`src/rtl/multi_cycle_ctrl.sv`:
```
// Multi-cycle MIPS-style control FSM: sequences fetch/decode/execute/memory/writeback,
// keeps a registered exception cause and a count of retired instructions.
module multi_cycle_ctrl #(
    parameter logic [1:0] EXC_CAUSE_UNDEF = 2'b01,
    parameter logic [1:0] EXC_CAUSE_OVF   = 2'b10
) (
    input  logic        SYS_clk,
    input  logic        SYS_reset,
    input  logic [5:0]  opcode,
    input  logic [5:0]  funct,
    input  logic        alu_zero,
    input  logic        alu_ovf,
    input  logic        mem_ready,
    output logic        pc_write,
    output logic [1:0]  pc_src,
    output logic        iord,
    output logic        mem_read,
    output logic        mem_write,
    output logic        ir_write,
    output logic        reg_write,
    output logic        reg_dst,
    output logic        mem_to_reg,
    output logic        alu_src_a,
    output logic [1:0]  alu_src_b,
    output logic [1:0]  alu_op,
    output logic        epc_write,
    output logic        cause_write,
    output logic [1:0]  cause,
    output logic [3:0]  state,
    output logic [15:0] instr_count
);

    typedef enum logic [3:0] {
        S_FETCH    = 4'd0,
        S_DECODE   = 4'd1,
        S_MEM_ADDR = 4'd2,
        S_MEM_READ = 4'd3,
        S_MEM_WB   = 4'd4,
        S_MEM_WRITE= 4'd5,
        S_EXEC_R   = 4'd6,
        S_R_WB     = 4'd7,
        S_BRANCH   = 4'd8,
        S_JUMP     = 4'd9,
        S_ADDI_EX  = 4'd10,
        S_ADDI_WB  = 4'd11,
        S_EXC      = 4'd12
    } state_e;

    localparam logic [5:0] OP_RTYPE = 6'h00;
    localparam logic [5:0] OP_LW    = 6'h23;
    localparam logic [5:0] OP_SW    = 6'h2B;
    localparam logic [5:0] OP_BEQ   = 6'h04;
    localparam logic [5:0] OP_J     = 6'h02;
    localparam logic [5:0] OP_ADDI  = 6'h08;
    localparam logic [5:0] FN_ADD   = 6'h20;
    localparam logic [5:0] FN_SUB   = 6'h22;

    state_e      state_q, state_d;
    logic [1:0]  cause_q, cause_d;
    logic [15:0] instr_count_q, instr_count_d;
    logic        retire;

    always_comb begin
        // NOTE: every signal written here gets a default first, so no path can infer a latch.
        state_d     = state_q;
        cause_d     = cause_q;
        retire      = 1'b0;
        pc_write    = 1'b0;
        pc_src      = 2'b00;
        iord        = 1'b0;
        mem_read    = 1'b0;
        mem_write   = 1'b0;
        ir_write    = 1'b0;
        reg_write   = 1'b0;
        reg_dst     = 1'b0;
        mem_to_reg  = 1'b0;
        alu_src_a   = 1'b0;
        alu_src_b   = 2'b00;
        alu_op      = 2'b00;
        epc_write   = 1'b0;
        cause_write = 1'b0;

        case (state_q)
            S_FETCH: begin
                mem_read  = 1'b1;
                alu_src_b = 2'b01;
                ir_write  = mem_ready;
                pc_write  = mem_ready;
                if (mem_ready) state_d = S_DECODE;
            end
            S_DECODE: begin
                alu_src_b = 2'b11;
                case (opcode)
                    OP_RTYPE:     state_d = S_EXEC_R;
                    OP_LW, OP_SW: state_d = S_MEM_ADDR;
                    OP_BEQ:       state_d = S_BRANCH;
                    OP_J:         state_d = S_JUMP;
                    OP_ADDI:      state_d = S_ADDI_EX;
                    default: begin
                        state_d = S_EXC;
                        cause_d = EXC_CAUSE_UNDEF;
                    end
                endcase
            end
            S_MEM_ADDR: begin
                alu_src_a = 1'b1;
                alu_src_b = 2'b10;
                state_d   = (opcode == OP_LW) ? S_MEM_READ : S_MEM_WRITE;
            end
            S_MEM_READ: begin
                iord     = 1'b1;
                mem_read = 1'b1;
                if (mem_ready) state_d = S_MEM_WB;
            end
            S_MEM_WB: begin
                mem_to_reg = 1'b1;
                reg_write  = 1'b1;
                retire     = 1'b1;
                state_d    = S_FETCH;
            end
            S_MEM_WRITE: begin
                iord      = 1'b1;
                mem_write = 1'b1;
                if (mem_ready) begin
                    retire  = 1'b1;
                    state_d = S_FETCH;
                end
            end
            S_EXEC_R: begin
                alu_src_a = 1'b1;
                alu_op    = 2'b10;
                // Only signed add/sub trap on overflow; addu/subu and logic ops never do.
                if (alu_ovf && (funct == FN_ADD || funct == FN_SUB)) begin
                    state_d = S_EXC;
                    cause_d = EXC_CAUSE_OVF;
                end else begin
                    state_d = S_R_WB;
                end
            end
            S_R_WB: begin
                reg_dst   = 1'b1;
                reg_write = 1'b1;
                retire    = 1'b1;
                state_d   = S_FETCH;
            end
            S_BRANCH: begin
                alu_src_a = 1'b1;
                alu_op    = 2'b01;
                pc_src    = 2'b01;
                pc_write  = alu_zero;
                retire    = 1'b1;
                state_d   = S_FETCH;
            end
            S_JUMP: begin
                pc_src   = 2'b10;
                pc_write = 1'b1;
                retire   = 1'b1;
                state_d  = S_FETCH;
            end
            S_ADDI_EX: begin
                alu_src_a = 1'b1;
                alu_src_b = 2'b10;
                if (alu_ovf) begin
                    state_d = S_EXC;
                    cause_d = EXC_CAUSE_OVF;
                end else begin
                    state_d = S_ADDI_WB;
                end
            end
            S_ADDI_WB: begin
                reg_write = 1'b1;
                retire    = 1'b1;
                state_d   = S_FETCH;
            end
            S_EXC: begin
                epc_write   = 1'b1;
                cause_write = 1'b1;
                pc_src      = 2'b11;
                pc_write    = 1'b1;
                state_d     = S_FETCH;
            end
            default: state_d = S_FETCH;
        endcase

        instr_count_d = retire ? instr_count_q + 16'd1 : instr_count_q;

        // Abandon any in-flight access while reset is held.
        if (SYS_reset) begin
            pc_write    = 1'b0;
            mem_read    = 1'b0;
            mem_write   = 1'b0;
            ir_write    = 1'b0;
            reg_write   = 1'b0;
            epc_write   = 1'b0;
            cause_write = 1'b0;
        end
    end

    // NOTE: registers use non-blocking assignments so each one samples pre-edge values.
    always_ff @(posedge SYS_clk) begin
        if (SYS_reset) begin
            state_q       <= S_FETCH;
            cause_q       <= 2'b00;
            instr_count_q <= 16'd0;
        end else begin
            state_q       <= state_d;
            cause_q       <= cause_d;
            instr_count_q <= instr_count_d;
        end
    end

    assign state       = state_q;
    assign cause       = cause_q;
    assign instr_count = instr_count_q;

endmodule

```
`config.mk`:
```
export PLATFORM = sky130hd
export DESIGN_NAME = multi_cycle_ctrl
export DESIGN_NICKNAME = d
export VERILOG_FILES = /design/src/rtl/multi_cycle_ctrl.sv
export SDC_FILE = /design/constraint.sdc
export NUM_CORES = 1
export LEC_CHECK = 0
export CAP_MARGIN = 5
export CELL_PAD_IN_SITES_DETAIL_PLACEMENT = 1
export CELL_PAD_IN_SITES_GLOBAL_PLACEMENT = 2
export CORE_MARGIN = 4
export CORE_UTILIZATION = 34
export DETAILED_ROUTE_END_ITERATION = 8
export DONT_BUFFER_PORTS = 1
export GPL_ROUTABILITY_DRIVEN = 1
export HOLD_SLACK_MARGIN = 0.15
export PLACE_DENSITY_LB_ADDON = 0.15
export SLEW_MARGIN = 25
export SYNTH_ARGS = -nofsm -noshare
export SYNTH_HDL_FRONTEND = slang
export SYNTH_SLANG_ARGS = --single-unit
```
`constraint.sdc`:
```
create_clock -name SYS_clk -period 2.27 [get_ports SYS_clk]
set_input_delay 0.1135 -clock SYS_clk [delete_from_list [all_inputs] [get_ports SYS_clk]]
set_output_delay 0.1135 -clock SYS_clk [all_outputs]
set_load 0.1 [all_outputs]
```
==> impl.org <==
** Power
- Reported leakage power :: around 0.8 nW
- Cell internal power was estimated by the tool at a little over 0.7 mW.
- Dividing total power by cell area gives a power density of about 500 nW/um^2.
- Part of the total power dissipated in combinational logic :: 0.294
- Net switching power figure :: 0.392 mW
- Switching fraction of total power :: 0.354
- Of the total power, the clock network draws 0.336.
- Of the total power, registers draw 0.370.
- IR analysis of the VDD net gives a maximum drop of around 320 uV.

** Synth
- Post-synthesis sequential area ratio :: 0.286
- Distinct cell type count after synthesis :: around 50
- During synthesis, Yosys emitted a total of 0 warnings.
- Share of async-settable or async-resettable flops after synthesis :: 0
- After synthesis the cells add up to 1540 sq um.
- After synthesis the netlist holds a flip-flop and latch count of 22.
- Synthesis handed over a netlist of 197 instances.
- Number of flops mapped to enable cells by yosys :: 0
- Synthesis produced a netlist with a net count of ~220.
- Predominant post-synthesis flop cell :: sky130_fd_sc_hd__dfxtp_1
- Per-instance average area after synthesis :: roughly 7.8 sq um

** Cells and area
- Antenna diode count :: 0
- Number of fill cells :: roughly 520
- In the final design database the tool counted roughly 250 nets.
- Once layout is done, the placed cells without fillers occupy approximately 2200 sq um.
- Measured on the finished design, the core utilization comes to 0.507.
- Of the cells placed in the final design, the portion with a size suffix greater than 1 is 0.353.
- Relative to the synthesized area, the layout overhead comes to 43.4%.

** Routing
- DRT Pass-1 Iters :: 4
- The first routing iteration left 64 violations.
- After detailed routing, the number of remaining DRC violations is 0.
- Once detail routing completed, the nets flagged for antenna violations numbered 0.
- Routed wire length :: about 5.1 mm
- Wire per inst :: between 15 and 20 microns
- Count of vias placed by the detailed router :: 1685
- Using the TritonRoute via totals, the vias-per-cell ratio works out to approximately 6.

** STA
- Max Transition Viols Final :: 0
- Highest Clock Rate :: 0.482 GHz
- Share of the clock period used by the worst path :: 0.913
- The worst pin sits at a relative slew slack of 0.392.
- Between clock sinks in the finished design, the worst skew comes to ~0.0035 ns.
- Slew at the pin closest to its max-slew limit :: about 0.91 ns
- Final Critical Period :: between 2 and 2.5 ns
- Number of failing setup endpoints in the final timing report :: 0
- Final hold violation count :: 0
- Setup repair after global routing left no endpoint under its margin.

** Clocking
- Root cell of the clock tree :: sky130_fd_sc_hd__clkbuf_8
- At the later pin of the worst-skew pair, clock insertion delay measures roughly 0.26 ns.
- Clock-pin slew was measured on the worst setup and hold paths at around 0.090 ns.
- No sink is reached through more buffers than the 2 on the longest clock path.
- CTS saw 22 sinks.
- TritonCTS created 3 clock buffers.
- TritonCTS built the clock tree.
- Clock H-tree levels :: 1

** Placed design
- Placed inst area :: ~2000 sq um
- Input and output buffers added on the ports amount to 0.
- The wire-length estimate of the detail-placed layout is approximately 3.7 mm.
- Placer congestion estimate :: 0.855

** Die
- Die ar. :: ~5700 sq um
- Floorplan core area :: approximately 4400 sq um
- Initial core utilization :: 0.353
- I/O pins :: 56
- Y dimension of the die :: about 75 microns
- Floorplan die width :: 75.3 microns
- Std-Cell Rows :: 24

** Setup path
- STA classifies the critical path startpoint as a register.
- Largest delay contributor family on the critical path :: simple AND/OR/NAND/NOR gates
- The critical path crosses 5 cells after its start point.
- Last element of the critical path :: state[0]$_SDFFE_PP0P_
- Tracing the worst setup path back leads to its startpoint at state[1]$_SDFFE_PP0P_.
- Of all nets on the critical path, the largest fanout is 20.
- Register-to-Register Path Depth :: 5
- At the worst endpoint, the required time is 2.48 ns.
- The signal on the critical path passes through or4b_1 > nor3_2 > a22oi_1 > a21oi_1 > dlygate4sd3_1.
- The slowest stage of the critical path is the sky130_fd_sc_hd__or4b_1 cell.
- Register-to-register setup slack :: 0.20 ns
- Critical Path Sink Type :: register
- The endpoint identified for the worst register-to-register timing path is state[0]$_SDFFE_PP0P_.
- At the worst endpoint, the arrival time is approximately 2.3 ns.
- Startpoint of the worst-slack reg-to-reg timing path :: state[1]$_SDFFE_PP0P_
- WS Path Type :: register to register
- Combined buffer and inverter count along the critical path :: 1
- In this design, the stage delay of the slowest critical-path cell is approximately 0.63 ns.

** Global route
- Entering global routing, the biggest net connects 28 pins.
- First-pass GRT wire length :: 8.16 mm
- After global routing the overflow that remains totals 0.
- Vias in the first global route :: 1679
- Antenna violations before repair :: 0
- All-layer global routing usage :: 0.182

** Outcome
- Run status :: finished clean

** Min path
- Worst min-delay path category :: input pin to register

** Run
- Max-cap violations in this run came to 0.
[flip-flops by register name, summed over array words and instances, names as in the netlist]
| register | count |
|---|---|
| cause | 2 |
| state | 4 |
| instr_count | 16 |
[cells by family (layout without fill, tap and decap cells)]
group | Yosys count | in the layout | synth area share
and+or+nand+nor | 89 | 89 | 0.346
AOI/OAI and AO/OA | 56 | 56 | 0.240
DFF | 22 | 22 | 0.286
buffers and inverters | 21 | 59 | 0.0658
muxes | 5 | 5 | 0.0366
xor gates and xnor gates | 3 | 3 | 0.0171
adders and majority gates | 1 | 1 | 0.00813
[how the worst min path moves through the flow]
| stage | from | endpoint | depth (start not counted) |
|---|---|---|---|
| 4_1_cts | opcode[4] | state[1]$_SDFFE_PP0P_ | 3 |
| 2_1_floorplan | mem_ready | state[2]$_SDFFE_PP0P_ | 3 |
| 3_5_place_dp | SYS_reset | state[0]$_SDFFE_PP0P_ | 1 |
| 5_1_grt | opcode[2] | state[1]$_SDFFE_PP0P_ | 3 |
| 6_report | opcode[2] | state[1]$_SDFFE_PP0P_ | 3 |
| 3_3_place_gp | SYS_reset | instr_count[3]$_SDFFE_PP0P_ | 1 |
[power groups by stage]
| stage | clock network (mW) | registers [mW] | logic, mW |
|---|---|---|---|
| 4_1_cts | 0.386 | 0.418 | 0.307 |
| 3_3_place_gp | 0 | 0.425 | 0.286 |
| 3_5_place_dp | 0 | 0.426 | 0.292 |
| 5_1_grt | 0.392 | 0.412 | 0.345 |
| 2_1_floorplan | 0 | 0.460 | 0.214 |
| 6_report | 0.372 | 0.410 | 0.326 |
[worst register-to-register path: cells and delay by family, from the launching register on]
kind | cells | cell delay [ns]
compound gates | 2 | 0.22
buf+inv | 1 | 0.56
flops | 1 | 0.45
simple gates | 2 | 0.79
[synthesized netlist by cell type, types with 3 or more instances]
cell | n | share of area
sky130_fd_sc_hd__inv_1 | 4 | 0.0098
sky130_fd_sc_hd__nand4_1 | 4 | 0.016
sky130_fd_sc_hd__nand3_1 | 6 | 0.020
sky130_fd_sc_hd__and3_1 | 3 | 0.012
sky130_fd_sc_hd__a21oi_1 | 19 | 0.062
sky130_fd_sc_hd__dfxtp_1 | 22 | 0.29
sky130_fd_sc_hd__a21o_1 | 4 | 0.020
sky130_fd_sc_hd__o31ai_1 | 6 | 0.029
sky130_fd_sc_hd__o21ai_0 | 6 | 0.020
sky130_fd_sc_hd__nor3_1 | 7 | 0.023
sky130_fd_sc_hd__buf_2 | 5 | 0.016
sky130_fd_sc_hd__nor2b_1 | 7 | 0.028
sky130_fd_sc_hd__nand2b_1 | 4 | 0.016
sky130_fd_sc_hd__nor3b_1 | 3 | 0.015
sky130_fd_sc_hd__or4_1 | 7 | 0.034
sky130_fd_sc_hd__nor4b_1 | 3 | 0.017
sky130_fd_sc_hd__mux2_2 | 5 | 0.037
sky130_fd_sc_hd__clkbuf_1 | 7 | 0.017
sky130_fd_sc_hd__nor2_1 | 15 | 0.037
sky130_fd_sc_hd__nand2_1 | 9 | 0.022
sky130_fd_sc_hd__o21a_1 | 6 | 0.029
sky130_fd_sc_hd__nor4_1 | 9 | 0.037
[per-stage QoR]
stage	instances	TNS (ns)	setup slack, ns	hold WS (ns)	power, mW
final	287	0	0.197	0.134	1.11
after global routing	287	0	0.0690	0.154	1.15
after detailed placement	273	0	0.266	0.184	0.718
after CTS	283	0	0.0468	0.157	1.11
after global placement	273	0	0.302	0.181	0.712
after floorplan	197	-0.273	-0.172	0.358	0.675
[cells in the final DEF, fill, tap and decap left out, drive strengths merged, types with 2 or more instances in the layout]
cell          n
a21oi        19
o31ai         6
nand2b        4
nor3b         3
o211ai        2
nand2         9
o31a          2
a31oi         2
and3          3
o21ai         6
nand3         6
or3           2
o21a          6
nor4b         3
a21o          4
nor3          7
nor4          9
clkbuf        3
or3b          2
nor2         15
and4          2
nand4         5
dfxtp        22
buf          45
inv           4
xnor2         2
dlygate4sd3   5
nor2b         7
or4           7
a211oi        2
mux2          5
[cell type report]
| cell class | instances | area (sq um) | share of cell area |
|---|---|---|---|
| Multi-Input combinational cell | 154 | 1150 | 0.519 |
| Inverter | 4 | 15.0 | 0.00680 |
| Clock buffer | 3 | 41.3 | 0.0187 |
| Tap cell | 52 | 65.1 | 0.0295 |
| Sequential cell | 22 | 459 | 0.208 |
| Clock inverter | 1 | 30.0 | 0.0136 |
| Timing Repair Buffer | 51 | 450 | 0.204 |
[timing repair]
item,4_1_cts,5_1_grt
endpoints found under the hold margin,21,0
endpoints found under the setup margin,0,4
hold buffers,6,0
setup buffers,0,4
gates resized for setup,0,2
[metal layers]
layer / track usage / routed length (microns)
met1: 0.239 / 2260
met2: 0.314 / 2540
met3: 0.0387 / 290
met4: 0.0272 / 31
met5: 0 / 0
Note: power is estimated with default switching activity, not from simulation.
